--- config.mk ---
export PLATFORM = sky130hd
export DESIGN_NAME = multicycle_ctrl
export DESIGN_NICKNAME = d
export VERILOG_FILES = /design/src/rtl/multicycle_ctrl_pkg.sv /design/src/rtl/ctrl_opdecode.sv /design/src/rtl/multicycle_ctrl.sv
export SDC_FILE = /design/constraint.sdc
export NUM_CORES = 1
export LEC_CHECK = 0
export BUFFER_PORTS_ARGS = -buffer_cell sky130_fd_sc_hd__clkbuf_2
export CAP_MARGIN = 20
export CORE_UTILIZATION = 44
export CTS_CLUSTER_DIAMETER = 150
export DETAILED_ROUTE_END_ITERATION = 10
export PLACE_DENSITY = 0.79
export RECOVER_POWER = 25
export SLEW_MARGIN = 20
export SYNTH_ARGS = -nofsm -noshare
export SYNTH_HDL_FRONTEND = slang
export SYNTH_HIERARCHICAL = 1
export SYNTH_SLANG_ARGS = --single-unit
--- constraint.sdc ---
create_clock -name clk -period 2 [get_ports clk]
set_input_delay 0.3 -clock clk [delete_from_list [all_inputs] [get_ports clk]]
set_output_delay 0.3 -clock clk [all_outputs]
set_load 0.03 [all_outputs]
--- src/rtl/multicycle_ctrl_pkg.sv ---
// Shared definitions for the multicycle controller: FSM state encodings,
// opcode constants, instruction classes and the imm_fmt / pc_sel / wb_sel
// select codes driven to the datapath.
package multicycle_ctrl_pkg;

  // FSM states; the encoding is visible on state_o
  typedef enum logic [2:0] {
    ST_FETCH  = 3'd0,
    ST_DECODE = 3'd1,
    ST_EXEC   = 3'd2,
    ST_MEM    = 3'd3,
    ST_WB     = 3'd4,
    ST_HALT   = 3'd5
  } state_t;

  // Instruction classes produced by ctrl_opdecode
  typedef enum logic [3:0] {
    CLS_ILLEGAL = 4'd0,
    CLS_ALU_R   = 4'd1,
    CLS_ALU_I   = 4'd2,
    CLS_LUI     = 4'd3,
    CLS_AUIPC   = 4'd4,
    CLS_LOAD    = 4'd5,
    CLS_STORE   = 4'd6,
    CLS_BRANCH  = 4'd7,
    CLS_JAL     = 4'd8,
    CLS_JALR    = 4'd9,
    CLS_SYSTEM  = 4'd10
  } op_class_t;

  // RV32I major opcodes (ir[6:0])
  localparam logic [6:0] OPC_LOAD   = 7'b0000011;
  localparam logic [6:0] OPC_OP_IMM = 7'b0010011;
  localparam logic [6:0] OPC_AUIPC  = 7'b0010111;
  localparam logic [6:0] OPC_STORE  = 7'b0100011;
  localparam logic [6:0] OPC_OP     = 7'b0110011;
  localparam logic [6:0] OPC_LUI    = 7'b0110111;
  localparam logic [6:0] OPC_BRANCH = 7'b1100011;
  localparam logic [6:0] OPC_JALR   = 7'b1100111;
  localparam logic [6:0] OPC_JAL    = 7'b1101111;
  localparam logic [6:0] OPC_SYSTEM = 7'b1110011;

  // Immediate generator formats
  localparam logic [2:0] IMM_I = 3'd0;
  localparam logic [2:0] IMM_S = 3'd1;
  localparam logic [2:0] IMM_B = 3'd2;
  localparam logic [2:0] IMM_U = 3'd3;
  localparam logic [2:0] IMM_J = 3'd4;

  // PC source selects
  localparam logic [1:0] PC_PLUS4 = 2'd0;
  localparam logic [1:0] PC_IMM   = 2'd1;
  localparam logic [1:0] PC_ALU   = 2'd2;

  // Register write-back selects
  localparam logic [1:0] WB_ALU = 2'd0;
  localparam logic [1:0] WB_MEM = 2'd1;
  localparam logic [1:0] WB_PC4 = 2'd2;
  localparam logic [1:0] WB_IMM = 2'd3;

  // ALU operand B is the immediate for everything except register-register
  // arithmetic and branch compares
  function automatic logic class_uses_imm(input op_class_t cls);
    return (cls != CLS_ALU_R) && (cls != CLS_BRANCH);
  endfunction

endpackage

--- src/rtl/ctrl_opdecode.sv ---
// Combinational opcode classifier for the multicycle controller.
// Ports:
//   opcode   - ir[6:0]
//   op_class - instruction class (CLS_ILLEGAL for any unrecognised opcode)
//   imm_fmt  - immediate generator format for this opcode
module ctrl_opdecode
  import multicycle_ctrl_pkg::*;
(
  input  logic [6:0] opcode,
  output op_class_t  op_class,
  output logic [2:0] imm_fmt
);

  // Map the major opcode to a class and its immediate format
  always_comb begin
    op_class = CLS_ILLEGAL;
    imm_fmt  = IMM_I;
    case (opcode)
      OPC_OP:     op_class = CLS_ALU_R;
      OPC_OP_IMM: op_class = CLS_ALU_I;
      OPC_LOAD:   op_class = CLS_LOAD;
      OPC_JALR:   op_class = CLS_JALR;
      OPC_SYSTEM: op_class = CLS_SYSTEM;
      OPC_STORE: begin
        op_class = CLS_STORE;
        imm_fmt  = IMM_S;
      end
      OPC_BRANCH: begin
        op_class = CLS_BRANCH;
        imm_fmt  = IMM_B;
      end
      OPC_LUI: begin
        op_class = CLS_LUI;
        imm_fmt  = IMM_U;
      end
      OPC_AUIPC: begin
        op_class = CLS_AUIPC;
        imm_fmt  = IMM_U;
      end
      OPC_JAL: begin
        op_class = CLS_JAL;
        imm_fmt  = IMM_J;
      end
      default: begin
        op_class = CLS_ILLEGAL;
        imm_fmt  = IMM_I;
      end
    endcase
  end

endmodule

--- src/rtl/multicycle_ctrl.sv ---
// Multicycle RV32I control FSM: FETCH -> DECODE -> EXEC -> [MEM] -> [WB].
// Optional feature macro: ILLEGAL_OP_TRAP_EN -- when defined, an unrecognised
// opcode halts the FSM; otherwise it executes as a NOP.
// Ports:
//   clk, rst            - clock, asynchronous active-low reset
//   ir                  - instruction register (valid from DECODE onward)
//   mem_ready           - memory finishes the pending access this cycle
//   br_taken            - branch comparator result, used in EXEC
//   mem_req, mem_we     - memory request / store qualifier
//   ir_we, pc_we        - IR load and PC write enables
//   pc_sel              - PC source (PC+4, PC+imm, ALU & ~1)
//   imm_fmt, alu_src_b  - datapath selects, registered at the end of DECODE
//   reg_we, wb_sel      - register file write enable and source
//   state_o, halted     - FSM state and HALT indication
// Write enables pulse for a single cycle because every state that raises one
// leaves in the same cycle. AUIPC relies on the datapath feeding PC into ALU
// operand A; this controller only selects the immediate for operand B.
module multicycle_ctrl
  import multicycle_ctrl_pkg::*;
#(
  parameter logic [1:0] RESET_PC_SEL = 2'd0
) (
  input  logic        clk,
  input  logic        rst,
  input  logic [31:0] ir,
  input  logic        mem_ready,
  input  logic        br_taken,
  output logic        mem_req,
  output logic        mem_we,
  output logic        ir_we,
  output logic        pc_we,
  output logic [1:0]  pc_sel,
  output logic [2:0]  imm_fmt,
  output logic        alu_src_b,
  output logic        reg_we,
  output logic [1:0]  wb_sel,
  output logic [2:0]  state_o,
  output logic        halted
);

  state_t     state_r, state_nxt_s;
  op_class_t  cls_r, dec_cls_s;
  logic [2:0] imm_fmt_r, dec_imm_s;
  logic       alu_src_b_r;
  logic       mem_req_s, mem_we_s, ir_we_s, pc_we_s, reg_we_s;
  logic [1:0] pc_sel_s, wb_sel_s;
  logic       unused_ir_s;

  // Only the major opcode steers the sequence
  assign unused_ir_s = ^ir[31:7];

  ctrl_opdecode u_opdecode (
    .opcode   (ir[6:0]),
    .op_class (dec_cls_s),
    .imm_fmt  (dec_imm_s)
  );

  // State register plus decode fields captured on leaving DECODE
  always_ff @(posedge clk or negedge rst) begin
    if (!rst) begin
      state_r     <= ST_FETCH;
      cls_r       <= CLS_ILLEGAL;
      imm_fmt_r   <= IMM_I;
      alu_src_b_r <= 1'b0;
    end else begin
      state_r <= state_nxt_s;
      if (state_r == ST_DECODE) begin
        cls_r       <= dec_cls_s;
        imm_fmt_r   <= dec_imm_s;
        alu_src_b_r <= class_uses_imm(dec_cls_s);
      end else begin
        cls_r       <= cls_r;
        imm_fmt_r   <= imm_fmt_r;
        alu_src_b_r <= alu_src_b_r;
      end
    end
  end

  // Next-state and control decode
  always_comb begin
    state_nxt_s = state_r;
    mem_req_s   = 1'b0;
    mem_we_s    = 1'b0;
    ir_we_s     = 1'b0;
    pc_we_s     = 1'b0;
    reg_we_s    = 1'b0;
    pc_sel_s    = PC_PLUS4;
    wb_sel_s    = WB_ALU;
    case (state_r)
      ST_FETCH: begin
        mem_req_s = 1'b1;
        if (mem_ready) begin
          ir_we_s     = 1'b1;
          state_nxt_s = ST_DECODE;
        end else begin
          state_nxt_s = ST_FETCH;
        end
      end
      ST_DECODE: begin
        case (dec_cls_s)
          CLS_SYSTEM:  state_nxt_s = ST_HALT;
`ifdef ILLEGAL_OP_TRAP_EN
          CLS_ILLEGAL: state_nxt_s = ST_HALT;
`endif
          default:     state_nxt_s = ST_EXEC;
        endcase
      end
      ST_EXEC: begin
        case (cls_r)
          CLS_ALU_R, CLS_ALU_I, CLS_LUI, CLS_AUIPC: state_nxt_s = ST_WB;
          CLS_LOAD, CLS_STORE:                      state_nxt_s = ST_MEM;
          CLS_BRANCH: begin
            pc_we_s = 1'b1;
            if (br_taken) begin
              pc_sel_s = PC_IMM;
            end else begin
              pc_sel_s = PC_PLUS4;
            end
            state_nxt_s = ST_FETCH;
          end
          CLS_JAL: begin
            reg_we_s    = 1'b1;
            wb_sel_s    = WB_PC4;
            pc_we_s     = 1'b1;
            pc_sel_s    = PC_IMM;
            state_nxt_s = ST_FETCH;
          end
          CLS_JALR: begin
            reg_we_s    = 1'b1;
            wb_sel_s    = WB_PC4;
            pc_we_s     = 1'b1;
            pc_sel_s    = PC_ALU;
            state_nxt_s = ST_FETCH;
          end
          CLS_SYSTEM: state_nxt_s = ST_HALT;
          default: begin
            // Unrecognised opcode executes as a NOP: just advance the PC
            pc_we_s     = 1'b1;
            state_nxt_s = ST_FETCH;
          end
        endcase
      end
      ST_MEM: begin
        mem_req_s = 1'b1;
        mem_we_s  = (cls_r == CLS_STORE);
        if (mem_ready) begin
          if (cls_r == CLS_STORE) begin
            pc_we_s     = 1'b1;
            state_nxt_s = ST_FETCH;
          end else begin
            state_nxt_s = ST_WB;
          end
        end else begin
          state_nxt_s = ST_MEM;
        end
      end
      ST_WB: begin
        reg_we_s = 1'b1;
        pc_we_s  = 1'b1;
        case (cls_r)
          CLS_LOAD: wb_sel_s = WB_MEM;
          CLS_LUI:  wb_sel_s = WB_IMM;
          default:  wb_sel_s = WB_ALU;
        endcase
        state_nxt_s = ST_FETCH;
      end
      ST_HALT: state_nxt_s = ST_HALT;
      default: state_nxt_s = ST_FETCH;
    endcase
  end

  // Reset gates the Mealy outputs directly so they drop without a clock edge
  assign mem_req   = rst & mem_req_s;
  assign mem_we    = rst & mem_we_s;
  assign ir_we     = rst & ir_we_s;
  assign pc_we     = rst & pc_we_s;
  assign reg_we    = rst & reg_we_s;
  assign pc_sel    = rst ? pc_sel_s : RESET_PC_SEL;
  assign wb_sel    = rst ? wb_sel_s : WB_ALU;
  assign imm_fmt   = imm_fmt_r;
  assign alu_src_b = alu_src_b_r;
  assign state_o   = state_r;
  assign halted    = (state_r == ST_HALT);

endmodule

; ---- Yosys cells after proc, flatten, opt, wreduce, memory -nomap -nowiden
; Cells that the tools add are included.
[classes]
addsub = 0
mul = 0
div = 0
order_cmp = 0
n_eq_ne = 28
shift = 0
mux = 26
bitwise = 5
n_reduce_logical = 8
[ops]
columns = op, n
row1 = one-hot mux 4 bit (10 select lines), 1
row2 = == test 7 bit (second input constant), 4
row3 = == test 7 x 6 -> 1 bit (second input constant), 3
row4 = == test 4 x 3 -> 1 bit (second input constant), 4
row5 = == test 4 bit (second input constant), 4
row6 = one-hot mux 3 bit (5 select lines), 1
row7 = == test 7 x 5 -> 1 bit (second input constant), 2
row8 = one-hot mux 3 bit (4 select lines), 1
row9 = two-way mux 1 bit, 10
row10 = two-way mux 3 bit, 3
row11 = one-hot mux 3 bit (3 select lines), 1
row12 = == test 4 x 2 -> 1 bit (second input constant), 2
row13 = two-way mux 2 bit, 4
row14 = one-hot mux 2 bit (2 select lines), 2
row15 = OR reduction 2 bit, 4
row16 = == test 7 x 2 -> 1 bit (second input constant), 1
row17 = OR reduction 7 bit, 1
row18 = == test 3 x 2 -> 1 bit (second input constant), 2
row19 = == test 3 bit (second input constant), 2
row20 = one-hot mux 2 bit (3 select lines), 1
row21 = AND 1 bit, 5
row22 = == test 4 x 1 -> 1 bit (second input constant), 1
row23 = != test 4 x 1 -> 1 bit (second input constant), 1
row24 = != test 4 x 3 -> 1 bit (second input constant), 1
row25 = other kinds (6), 6
[totals]
ff_bits = 11
latchBits = 0
mem_bits_rw = 0
romBits = 0
input_bits = 36
output_inout_bits = 17
word_cells = 71
n_memories = 0

; ---- Logic depth before layout (Yosys ltp)
; Gate-level depths: netlist of run 1.
[depth]
ltp_word = 5
mapped_depth = 7
mapped_depth_nobuf = 6

; ---- By module
; The synthesis of run 1 kept the hierarchy.
[modules_own_cells]
columns = mod, instances, cells_per_inst, area_each_um2, seq_area_each_um2
row1 = multicycle_ctrl, 1, 89, 794.5, 275.3
row2 = ctrl_opdecode, 1, 32, 201.4, 0.0

; ---- Least setup slack after synthesis of run 1
; Ideal clock, no wire load.
[synth_path]
path_kind = reg2out
start = register state_r[2], in the netlist state_o[2]
end = output wb_sel[0]
arrival_ps = 1818
required_time_ps = 1700
path_slack_ps = -118
stages_incl_launch_ff = 4
path_buffers = 1
cell_sequence = dfrtp_1 buf_4 or3b_4 nor3_1
[synth_between]
elab_chain_cells = 3
word_cells_on_any_way = 4
cone_classes = eq/ne (2) / mux (2)
[synth_lines]
columns = item, line
row1 = start: declaration, multicycle_ctrl.sv:41  ; state_t state_r, state_nxt_s;
row2 = start signal: assignment, multicycle_ctrl.sv:66  ; state_r <= state_nxt_s;
row3 = == test 3 bit or == test 3 x 2 -> 1 bit (tied branches), multicycle_ctrl.sv:89  ; case (state_r)
row4 = one-hot mux 2 bit (2 select lines) *, multicycle_ctrl.sv:89
row5 = two-way mux 2 bit *, multicycle_ctrl.sv:179  ; assign wb_sel = rst ? wb_sel_s : WB_ALU;
row6 = end: declaration, multicycle_ctrl.sv:36  ; output logic [1:0] wb_sel,
; Every way passes the cells marked *; elsewhere a longest branch is shown, timed or not.

; ---- Worst setup path in the final report of run 1
[layout_path]
start = register cls_r[1]
end = output reg_we
[layout_between]
elab_chain_cells = 5
word_cells_on_any_way = 6
cone_classes = eq/ne (2) / mux (2) / bitwise (1) / reduce/logical (1)
[layout_lines]
columns = item, line
row1 = start: declaration, multicycle_ctrl.sv:42  ; op_class_t cls_r, dec_cls_s;
row2 = start signal: assignment, multicycle_ctrl.sv:68  ; cls_r <= dec_cls_s;
row3 = start signal: assignment, multicycle_ctrl.sv:72  ; cls_r <= cls_r;
row4 = == test 4 bit, multicycle_ctrl.sv:109  ; case (cls_r)
row5 = OR reduction 2 bit (no source line) *, --
row6 = two-way mux 1 bit *, multicycle_ctrl.sv:109
row7 = one-hot mux 1 bit (2 select lines) *, multicycle_ctrl.sv:89
row8 = AND 1 bit *, multicycle_ctrl.sv:177  ; assign reg_we = rst & reg_we_s;
row9 = end: declaration, multicycle_ctrl.sv:35  ; output logic reg_we,
; Marks and branches as above.

==> metrics.csv, run 1 <==
stage;metric;value;unit
floorplanning;initial_core_util;48.8;%
pwr;power_leakage;0.623;nW
logic_synthesis;ys_seq_elements;11;
sta;tns;-0.00167;ns
worst_setup_path;crit_fanout;3;
worst_setup_path;cp-end-kind;output pin;
final_layout;final_core_util;62.7;%
routing;wl;2500;um
sta;worst_pin_slew;0.475;ns
floorplanning;die_h;49.6;um
logic_synthesis;synthArstFlopShare;100;%
logic_synthesis;synth-simple-area-share;36.7;%
sta;rsz0062_at_grt;true;
routing;wl_per_cell;13.6;um
routing;num_vias;1047;
logic_synthesis;muxShareOfSynthArea;5.53;%
final_layout;area_growth;28.6;%
sta;hold_viol;0;
floorplanning;die_width;49.6;um
pwr;power;1.28;mW
final_layout;final.fill_count;178;
logic_synthesis;synth_ff_type;dfrtp_1;
routing;drtIter0Drc;32;
flow_run;cap_violations;0;
final_layout;finalNonFillerCells;183;
logic_synthesis;synth_area;996;um^2
clock_network;cts.root.buffer_cell;clkbuf_4;
clock_network;clock_latency;0.28;ns
sta;fmax;0.500;GHz
sta;layout_setup_ws;-0.00167;ns
sta;finClkSkew;0.00472;ns
outcome;failed_checks;negative setup slack;
floorplanning;core;0.00204;mm^2
routing;via_per_inst;5.72;
sta;fin_crit;2.00;ns
global_route;grt_pass1_vias;1030;
logic_synthesis;synth_top_area_share;27.6;%
logic_synthesis;ys_warn_count;6;
clock_network;htreeDepth;1;
routing;drc;0;
global_route;grt_overflow;0;
worst_setup_path;cp.arrival;1.70;ns
sta;slew_headroom;68.2;%
routing;drt_pass1_iterations;4;
logic_synthesis;syn_nets;157;
global_route;grt_usage;22.1;%
min_path;min_path_type;in2reg;
placement;io_buffers;27;
logic_synthesis;synth_top_family_by_area;simple AND/OR/NAND/NOR gates;
sta;setup_viol;1;
logic_synthesis;synth_top_area_cell;dfrtp_1;
placement;dp.cells;172;
worst_setup_path;required;1.70;ns
sta;finalCritPeriodShare;100;%
sta;slew_viol_final;0;
clock_network;clk_pin_slew;0.07;ns
logic_synthesis;ys_seq_area_share;27.6;%
outcome;status;complete, but fails checks;
pwr;ir_drop;0.658;mV
floorplanning;placementRows;16;
worst_setup_path;start_kind;flop;
logic_synthesis;ys_top_cells_by_area;dfrtp_1, mux2_1, nand2_1;
global_route;antenna_found_initial;0;
routing;ant_nets;0;
worst_setup_path;timing_worst_setup_path_type;reg2out;
global_route;grt_max_degree;13;
final_layout;n_antenna_cell;0;
placement;place_congestion;0.826;
clock_network;cts_made_buffers;3;
placement;hpwl;1860;um
floorplanning;die_area;0.00246;mm^2
logic_synthesis;synth_xor_area_share;2.64;%
final_layout;drive_above_1_share;35.9;%
logic_synthesis;synth_cells;121;
clock_network;cts_tree;done;
logic_synthesis;synth-compound-area-share;17.8;%
clock_network;clkSinkCount;11;
logic_synthesis;synthAdderAreaFrac;0;%
clock_network;cts_max_path_buffers;2;
logic_synthesis;synth_cell_types;48;
logic_synthesis;synth_edf_count;0;
floorplanning;io_pins;53;
pwr;power.density;999;mW/mm^2
global_route;grt_pass1_wl;4240;um
final_layout;nNetsFinal;193;
logic_synthesis;syn_area_per_cell;8.23;um^2
## cells in the final DEF (no fill, tap or decap), types with 2 or more instances in the layout
| cell | n |
|---|---|
| nor3_1 | 3 |
| inv_1 | 8 |
| nand2b_1 | 4 |
| nor4_1 | 2 |
| xor2_1 | 3 |
| nor2b_1 | 5 |
| nand2_1 | 9 |
| nor3b_1 | 2 |
| nand3b_1 | 2 |
| o21ai_0 | 3 |
| nor3_2 | 3 |
| or3b_4 | 2 |
| or3_1 | 2 |
| dfrtp_1 | 9 |
| o21ai_1 | 4 |
| dfrtp_2 | 2 |
| nor2_1 | 9 |
| nand3_1 | 3 |
| mux2_1 | 4 |
| a21oi_1 | 3 |
| clkbuf_2 | 23 |
| a211oi_1 | 2 |
| clkbuf_4 | 4 |
| buf_4 | 15 |
## worst max-delay path: stages (launching register included)
cell and delay [ns]:
dfrtp_1 0.38, or3b_4 0.42, or3_1 0.31, a21boi_1 0.15, buf_4 0.17
## layout make-up
| class | instances | area, um^2 | share of cell area (%) |
|---|---|---|---|
| Clock buffer | 4 | 26.3 | 2.05 |
| Inverter | 8 | 30.0 | 2.34 |
| Multi-Input combinational cell | 91 | 652 | 50.9 |
| Sequential cell | 11 | 278 | 21.7 |
| Tap cell | 27 | 33.8 | 2.64 |
| Timing Repair Buffer | 42 | 262 | 20.4 |
## through the flow
stage / hold slack (ns) / worst slack (ns) / instance area [um^2]
after floorplan: 0.00441 / 0.00991 / 1010
final: 0.372 / -0.00167 / 1280
after detailed placement: 0.140 / 0.120 / 1170
after CTS: 0.372 / -0.00848 / 1240
after global routing: 0.390 / -0.0753 / 1280
after global placement: 0.136 / 0.184 / 1170
## repair_timing
| action | 4_1_cts | 5_1_grt |
|---|---|---|
| cloned | 0 | 0 |
| hold buffers | 1 | 0 |
| resized for setup | 6 | 9 |
| buffers inserted | 3 | 3 |
| endpoints found under the hold margin | 1 | 0 |
| endpoints found under the setup margin | 4 | 5 |
| pin swaps | 2 | 6 |
## sequential cells by signal (all words and copies together), names as in the netlist
name,cells
imm_fmt,3
state_o,3
cls_r,4
alu_src_b,1
## cells by family after synthesis
group	Yosys count
DFF	11
and+or+nand+nor	57
muxes	5
buffers and inverters	19
xor gates and xnor gates	3
AOI/OAI and AO/OA	26
## cells in the mapped netlist (3+ instances only)
library cell  count
buf_2             5
nand2_1           9
buf_4             3
nand2b_1          4
nor2b_1           5
nor3_1            5
mux2_1            4
o21ai_1           4
o21ai_0           4
dfrtp_1          11
a21oi_1           3
nor2_1            9
xor2_1            3
nand3_1           3
inv_1             8
## final timing paths
check / end / startpoint / depth (start not counted) / slack, ns
setup / recovery: reg_we / cls_r[1]$_DFFE_PN0N_ / 4 / -0.002
hold / removal: state_o[1]$_DFF_PN0_ / mem_ready / 3 / 0.37
setup reg to reg: cls_r[3]$_DFFE_PN0N_ / state_o[1]$_DFF_PN0_ / 3 / 0.49
hold reg to reg: imm_fmt[0]$_DFFE_PN0N_ / imm_fmt[0]$_DFFE_PN0N_ / 1 / 0.49
max in group asynchronous: state_o[0]$_DFF_PN0_ / rst / 3 / 1.22
min in group asynchronous: state_o[2]$_DFF_PN0_ / rst / 2 / 0.39
## where the power goes
group	total [mW]	switching [mW]	internal, mW
logic	0.787	0.465	0.322
registers	0.339	0.0615	0.278
clock network	0.154	0.0768	0.0775
total	1.28	0.603	0.677
## routing by layer
layer | global-route usage [%] | vias up | routed length, um
met5 | 0 | - | 0
met4 | 5.24 | 0 | 19
met3 | 5.56 | 3 | 157
met2 | 39.9 | 34 | 1200
met1 | 25.9 | 506 | 1120
li1 | - | 504 | -
(Power assumes the default switching activity.)
==> inputs of run 2 (changes only) <==
--- a/config.mk
+++ b/config.mk
@@ -12,6 +12,7 @@
 export DETAILED_ROUTE_END_ITERATION = 10
 export PLACE_DENSITY = 0.79
 export RECOVER_POWER = 25
+export REMOVE_ABC_BUFFERS = 1
 export SLEW_MARGIN = 20
 export SYNTH_ARGS = -nofsm -noshare
 export SYNTH_HDL_FRONTEND = slang
==> run 2 against run 1 <==
Effect of this change: the flow now finishes without violations; die area is the same; final area shrank 5.0%; combinational power shrank 13%; first-iteration DRC count shrank 56%; flip-flop and latch count is the same; wire length shrank 9.4%; cell count shrank 3.3%; worst hold slack gained 0.010 ns; global-route usage shrank 0.76 points; maximum frequency grew 1.3%; power shrank 6.9%; critical endpoint unchanged.
==> metrics.csv, run 2 (synthesis results as in run 1) <==
stage;metric;value;unit
outcome;status;completed;
final_layout;layout_commonest_cell;clkbuf_2;
placement;hpwl;1680;um
final_layout;top_register;cls_r;
routing;wl_per_cell;12.8;um
worst_setup_path;cp-end-kind;output pin;
placement;io_buffers;27;
sta;finClkSkew;0.00259;ns
global_route;grt_pass1_wl;4070;um
final_layout;largest_reg_flops;4;
routing;met3_length;103;um
worst_setup_path;slowest_stage;or3b_4;
worst_setup_path;cp-endpoint;reg_we;
sta;slew_headroom;77.0;%
sta;tns;0;ns
worst_setup_path;r2r-start;state_o[2]$_DFF_PN0_;
final_layout;final_core_util;59.6;%
clock_network;cts_tree;done;
flow_run;cap_violations;0;
worst_setup_path;crit_family;simple AND/OR/NAND/NOR gates;
floorplanning;die_width;49.6;um
clock_network;htreeDepth;1;
floorplanning;initial_core_util;48.8;%
floorplanning;die_h;49.6;um
worst_setup_path;required;1.70;ns
worst_setup_path;start_kind;flop;
worst_setup_path;timing_worst_setup_path_type;reg2out;
min_path;min_path_type;in2reg;
worst_setup_path;max_stage_delay;0.42;ns
global_route;grt_max_degree;13;
global_route;grt_pass1_vias;910;
worst_setup_path;cp.arrival;1.68;ns
routing;drt_pass1_iterations;4;
floorplanning;die_area;0.00246;mm^2
final_layout;drive_above_1_share;30.7;%
clock_network;clock_latency;0.27;ns
routing;met1_length;1070;um
sta;fin_crit;1.98;ns
sta;slew_viol_final;0;
global_route;antenna_found_initial;0;
pwr;power.density;979;mW/mm^2
pwr;power_leakage;0.593;nW
sta;finalCritPeriodShare;98.8;%
global_route;grt_overflow;0;
worst_setup_path;crit_start;cls_r[1]$_DFFE_PN0N_;
routing;drc;0;
sta;fmax;0.506;GHz
sta;worst_pin_slew;0.344;ns
sta;rsz0062_at_grt;true;
worst_setup_path;crit_chain;or3b_4 > or3_1 > a21boi_1 > buf_4;
floorplanning;io_pins;53;
final_layout;area_growth;22.2;%
final_layout;finalNonFillerCells;177;
sta;hold_viol;0;
final_layout;final_cell_mix;clkbuf_2, buf_4, nor2_1, nand2_1, dfrtp_1;
final_layout;n_antenna_cell;0;
routing;drtIter0Drc;14;
clock_network;clk_pin_slew;0.06;ns
worst_setup_path;crit_buf_inv;1;
final_layout;final.fill_count;191;
clock_network;cts_made_buffers;3;
floorplanning;placementRows;16;
floorplanning;core;0.00204;mm^2
clock_network;clkSinkCount;11;
clock_network;cts_max_path_buffers;2;
worst_setup_path;r2r-end;cls_r[3]$_DFFE_PN0N_;
routing;num_vias;989;
routing;ant_nets;0;
worst_setup_path;crit_fanout;3;
placement;dp.cells;172;
worst_setup_path;reg2reg_slack;0.58;ns
routing;wl;2260;um
sta;setup_viol;0;
worst_setup_path;r2r_cells;4;
global_route;grt_usage;21.4;%
placement;place_congestion;0.772;
routing;maxUsedRoutingLayer;met4;
sta;hold_ws;0.382;ns
clock_network;cts.root.buffer_cell;clkbuf_4;
pwr;ir_drop;0.750;mV
routing;wl_met2;1060;um
routing;via_per_inst;5.59;
worst_setup_path;cp.depth;4;
final_layout;nNetsFinal;187;
==> run 2: cell types whose count changed in the layout (fill, tap and decap cells not counted) <==
cell / previous run / this run
nor3_2: 3 / 1
nand4bb_1: 0 / 1
nand4bb_2: 1 / 0
nor3_1: 3 / 5
o21ai_1: 4 / 5
buf_4: 15 / 10
o21ai_2: 1 / 0
clkbuf_4: 4 / 3
==> run 2: tightest hold or removal path: stages <==
cell	delay (ns)
clkbuf_2	0.12
or3_1	0.12
nand3b_1	0.07
==> run 2: final cells by class <==
cell class	count	area [um^2]	share of cell area (%)
multi-input combinational	91	633	52.0
sequential	11	278	22.8
timing repair buffer	36	216	17.8
tap	27	33.8	2.77
inverter	8	30.0	2.47
clock buffer	4	26.3	2.16
==> run 2: per-stage QoR <==
| step | worst slack, ns | area, um^2 | total power, mW |
|---|---|---|---|
| 6_report | 0.0239 | 1220 | 1.19 |
| 5_1_grt | -0.0743 | 1220 | 1.28 |
| 4_1_cts | 0.00212 | 1200 | 1.18 |
| 3_5_place_dp | 0.181 | 1160 | 1.02 |
| 3_3_place_gp | 0.199 | 1160 | 0.992 |
| 2_1_floorplan | -0.100 | 930 | 0.794 |
==> run 2: worst min-delay path by stage <==
stage                     startpoint                    end  slack (ns)  cells past startpoint
after floorplan                  rst  alu_src_b$_DFFE_PN0N_       0.004                      0
after detailed placement         rst   state_o[2]$_DFF_PN0_        0.15                      1
after global routing             rst   state_o[2]$_DFF_PN0_        0.39                      2
after global placement           rst   state_o[2]$_DFF_PN0_        0.14                      1
final                      mem_ready   state_o[1]$_DFF_PN0_        0.38                      3
after CTS                  mem_ready   state_o[1]$_DFF_PN0_        0.37                      3
==> run 2: routing by layer <==
layer  global-route usage [%]  vias up
met4                     6.19        0
met2                     33.3       27
met3                     5.86        4
li1                         -      496
met1                     28.7      462
met5                        0        -
==> run 2: what timing repair did <==
| item | 4_1_cts | 5_1_grt |
|---|---|---|
| hold buffers | 1 | 0 |
| buffers inserted | 0 | 0 |
| setup endpoints to repair | 2 | 4 |
| pin swaps | 1 | 1 |
| hold endpoints to repair | 1 | 0 |
| resized for setup | 5 | 8 |
==> run 2: report_power, final <==
| part | leakage, nW | switching (mW) | internal [mW] | total (mW) |
|---|---|---|---|---|
| Sequential | 0.142 | 0.0852 | 0.278 | 0.363 |
| Clock | 0.0150 | 0.0696 | 0.0773 | 0.147 |
| Combinational | 0.436 | 0.413 | 0.269 | 0.682 |
| Total | 0.593 | 0.568 | 0.625 | 1.19 |
==> inputs of run 3 (changes only) <==
--- a/config.mk
+++ b/config.mk
@@ -7,12 +7,13 @@
 export LEC_CHECK = 0
 export BUFFER_PORTS_ARGS = -buffer_cell sky130_fd_sc_hd__clkbuf_2
 export CAP_MARGIN = 20
-export CORE_UTILIZATION = 44
+export CORE_UTILIZATION = 40
 export CTS_CLUSTER_DIAMETER = 150
 export DETAILED_ROUTE_END_ITERATION = 10
-export PLACE_DENSITY = 0.79
+export PLACE_DENSITY = 0.75
 export RECOVER_POWER = 25
 export REMOVE_ABC_BUFFERS = 1
+export SKIP_CTS_REPAIR_TIMING = 1
 export SLEW_MARGIN = 20
 export SYNTH_ARGS = -nofsm -noshare
 export SYNTH_HDL_FRONTEND = slang
==> constraint.sdc (replaced) <==
create_clock -name clk -period 1.7 [get_ports clk]
set_input_delay 0.255 -clock clk [delete_from_list [all_inputs] [get_ports clk]]
set_output_delay 0.255 -clock clk [all_outputs]
set_load 0.03 [all_outputs]
==> run 3 against run 2 <==
Effect of this change: the run now ends with negative setup slack left; critical endpoint unchanged; setup slack got worse by 0.32 ns; sequential power rose by 9.6%; highest routed layer unchanged; via count rose by 10%; largest power group unchanged.
==> metrics.csv, run 3 (synthesis results as in run 1) <==
stage;metric;value;unit
worst_setup_path;cp.arrival;1.74;ns
routing;wl_per_cell;14.9;um
sta;finalCritPeriodShare;117;%
sta;setup_viol;7;
pwr;power.density;1190;mW/mm^2
final_layout;n_antenna_cell;0;
clock_network;cts_made_buffers;3;
pwr;power_leakage;0.666;nW
worst_setup_path;cp-end-kind;output pin;
sta;fin_crit;2.00;ns
final_layout;nNetsFinal;198;
final_layout;area_growth;39.3;%
floorplanning;die_h;51.9;um
global_route;grt_usage;19.4;%
final_layout;final_core_util;61.0;%
sta;finClkSkew;0.00179;ns
floorplanning;die_area;0.00269;mm^2
pwr;swShare;46.4;%
flow_run;cap_violations;0;
routing;ant_nets;0;
final_layout;layout_commonest_cell;buf_4;
worst_setup_path;crit_chain;or3b_4 > or3_1 > a21boi_2 > buf_6;
final_layout;final.fill_count;194;
sta;slew_viol_final;0;
pwr;netSwitchingPower;0.768;mW
final_layout;drive_above_1_share;42.2;%
floorplanning;initial_core_util;43.8;%
sta;fmax;0.501;GHz
sta;layout_setup_ws;-0.297;ns
sta;worst_pin_slew;0.278;ns
global_route;grt_pass1_wl;3910;um
clock_network;cts_max_path_buffers;2;
worst_setup_path;slowest_stage;dfrtp_1;
min_path;min_path_type;in2async;
routing;drt_pass1_iterations;4;
sta;rsz0062_at_grt;true;
final_layout;largest_reg_flops;4;
sta;hold_viol;0;
pwr;clockPowerShare;10.8;%
worst_setup_path;required;1.44;ns
sta;tns;-1.12;ns
routing;drc;0;
routing;via_per_inst;5.78;
global_route;antenna_found_initial;0;
routing;num_vias;1092;
global_route;grt_overflow;0;
routing;drtIter0Drc;16;
outcome;failed_checks;negative setup slack;
placement;io_buffers;27;
worst_setup_path;timing_worst_setup_path_type;reg2out;
clock_network;cts.root.buffer_cell;clkbuf_4;
pwr;combPwrFrac;65.2;%
outcome;status;complete, but fails checks;
clock_network;cts_tree;done;
pwr;internal-power;0.889;mW
placement;place_congestion;0.871;
floorplanning;io_pins;53;
sta;slew_headroom;81.2;%
global_route;grt_max_degree;13;
routing;wl;2810;um
final_layout;final_cell_mix;buf_4, clkbuf_2, nor2_1, nand2_1, dfrtp_1;
worst_setup_path;crit_fanout;2;
clock_network;clkSinkCount;11;
clock_network;clock_latency;0.27;ns
worst_setup_path;max_stage_delay;0.41;ns
worst_setup_path;start_kind;flop;
global_route;grt_pass1_vias;913;
pwr;ir_drop;0.977;mV
placement;placed_cell_area;0.00122;mm^2
final_layout;top_register;cls_r;
sta;hold_ws;0.0263;ns
floorplanning;die_width;51.9;um
clock_network;htreeDepth;1;
final_layout;stdcell_area;0.00139;mm^2
placement;place_ws;-0.0235;ns
floorplanning;placementRows;17;
floorplanning;core;0.00228;mm^2
pwr;seqPwrFrac;24.0;%
placement;hpwl;1910;um
clock_network;clk_pin_slew;0.07;ns
==> run 3: changes by cell type in the layout (fill, tap and decap cells not counted), sizes merged <==
cell,previous run,this run
buf,12,27
clkbuf,27,23
==> run 3: path summary, 6_finish.rpt <==
path / cells after the start / end / start / slack, ns
hold reg to reg: 1 / imm_fmt[1]$_DFFE_PN0N_ / imm_fmt[1]$_DFFE_PN0N_ / 0.49
setup reg to reg: 4 / cls_r[3]$_DFFE_PN0N_ / state_o[2]$_DFF_PN0_ / 0.28
hold / removal: 2 / imm_fmt[1]$_DFFE_PN0N_ / rst / 0.03
setup / recovery: 4 / reg_we / cls_r[2]$_DFFE_PN0N_ / -0.30
min in group clk: 3 / state_o[1]$_DFF_PN0_ / mem_ready / 0.36
max in group asynchronous: 2 / imm_fmt[2]$_DFFE_PN0N_ / rst / 1.00
==> run 3: layout make-up <==
cell class / instances / area [um^2] / share of cell area (%)
multi-input cells: 91 / 692 / 49.9
flip-flops and latches: 11 / 278 / 20.0
well taps: 28 / 35.0 / 2.52
inverters: 8 / 30.0 / 2.16
repair buffers: 47 / 327 / 23.5
clock buffers: 4 / 26.3 / 1.89
==> run 3: critical path: cells and delay by family (launching register included) <==
| family | cells | cell delay (ns) |
|---|---|---|
| buf+inv | 1 | 0.16 |
| flops | 1 | 0.41 |
| compound gates | 1 | 0.17 |
| simple gates | 2 | 0.73 |
==> run 3: per-layer routing <==
layer	up-vias	routed length (um)	track usage (%)
met4	0	102	2.70
li1	519	-	-
met3	10	138	5.85
met5	-	0	0
met2	40	1390	32.9
met1	523	1180	24.5
==> run 3: per-stage QoR <==
step	std cells	power (mW)
after global routing	189	1.75
after CTS	185	1.47
after floorplan	110	0.934
after global placement	181	1.26
final	189	1.66
after detailed placement	181	1.29
==> run 3: power groups by stage <==
| stage | Clock, mW | Sequential [mW] | Combinational, mW |
|---|---|---|---|
| floorplan | 0 | 0.520 | 0.415 |
| global placement | 0 | 0.383 | 0.881 |
| detailed placement | 0 | 0.391 | 0.902 |
| CTS | 0.182 | 0.387 | 0.905 |
| global route | 0.201 | 0.404 | 1.15 |
| finish | 0.179 | 0.398 | 1.08 |
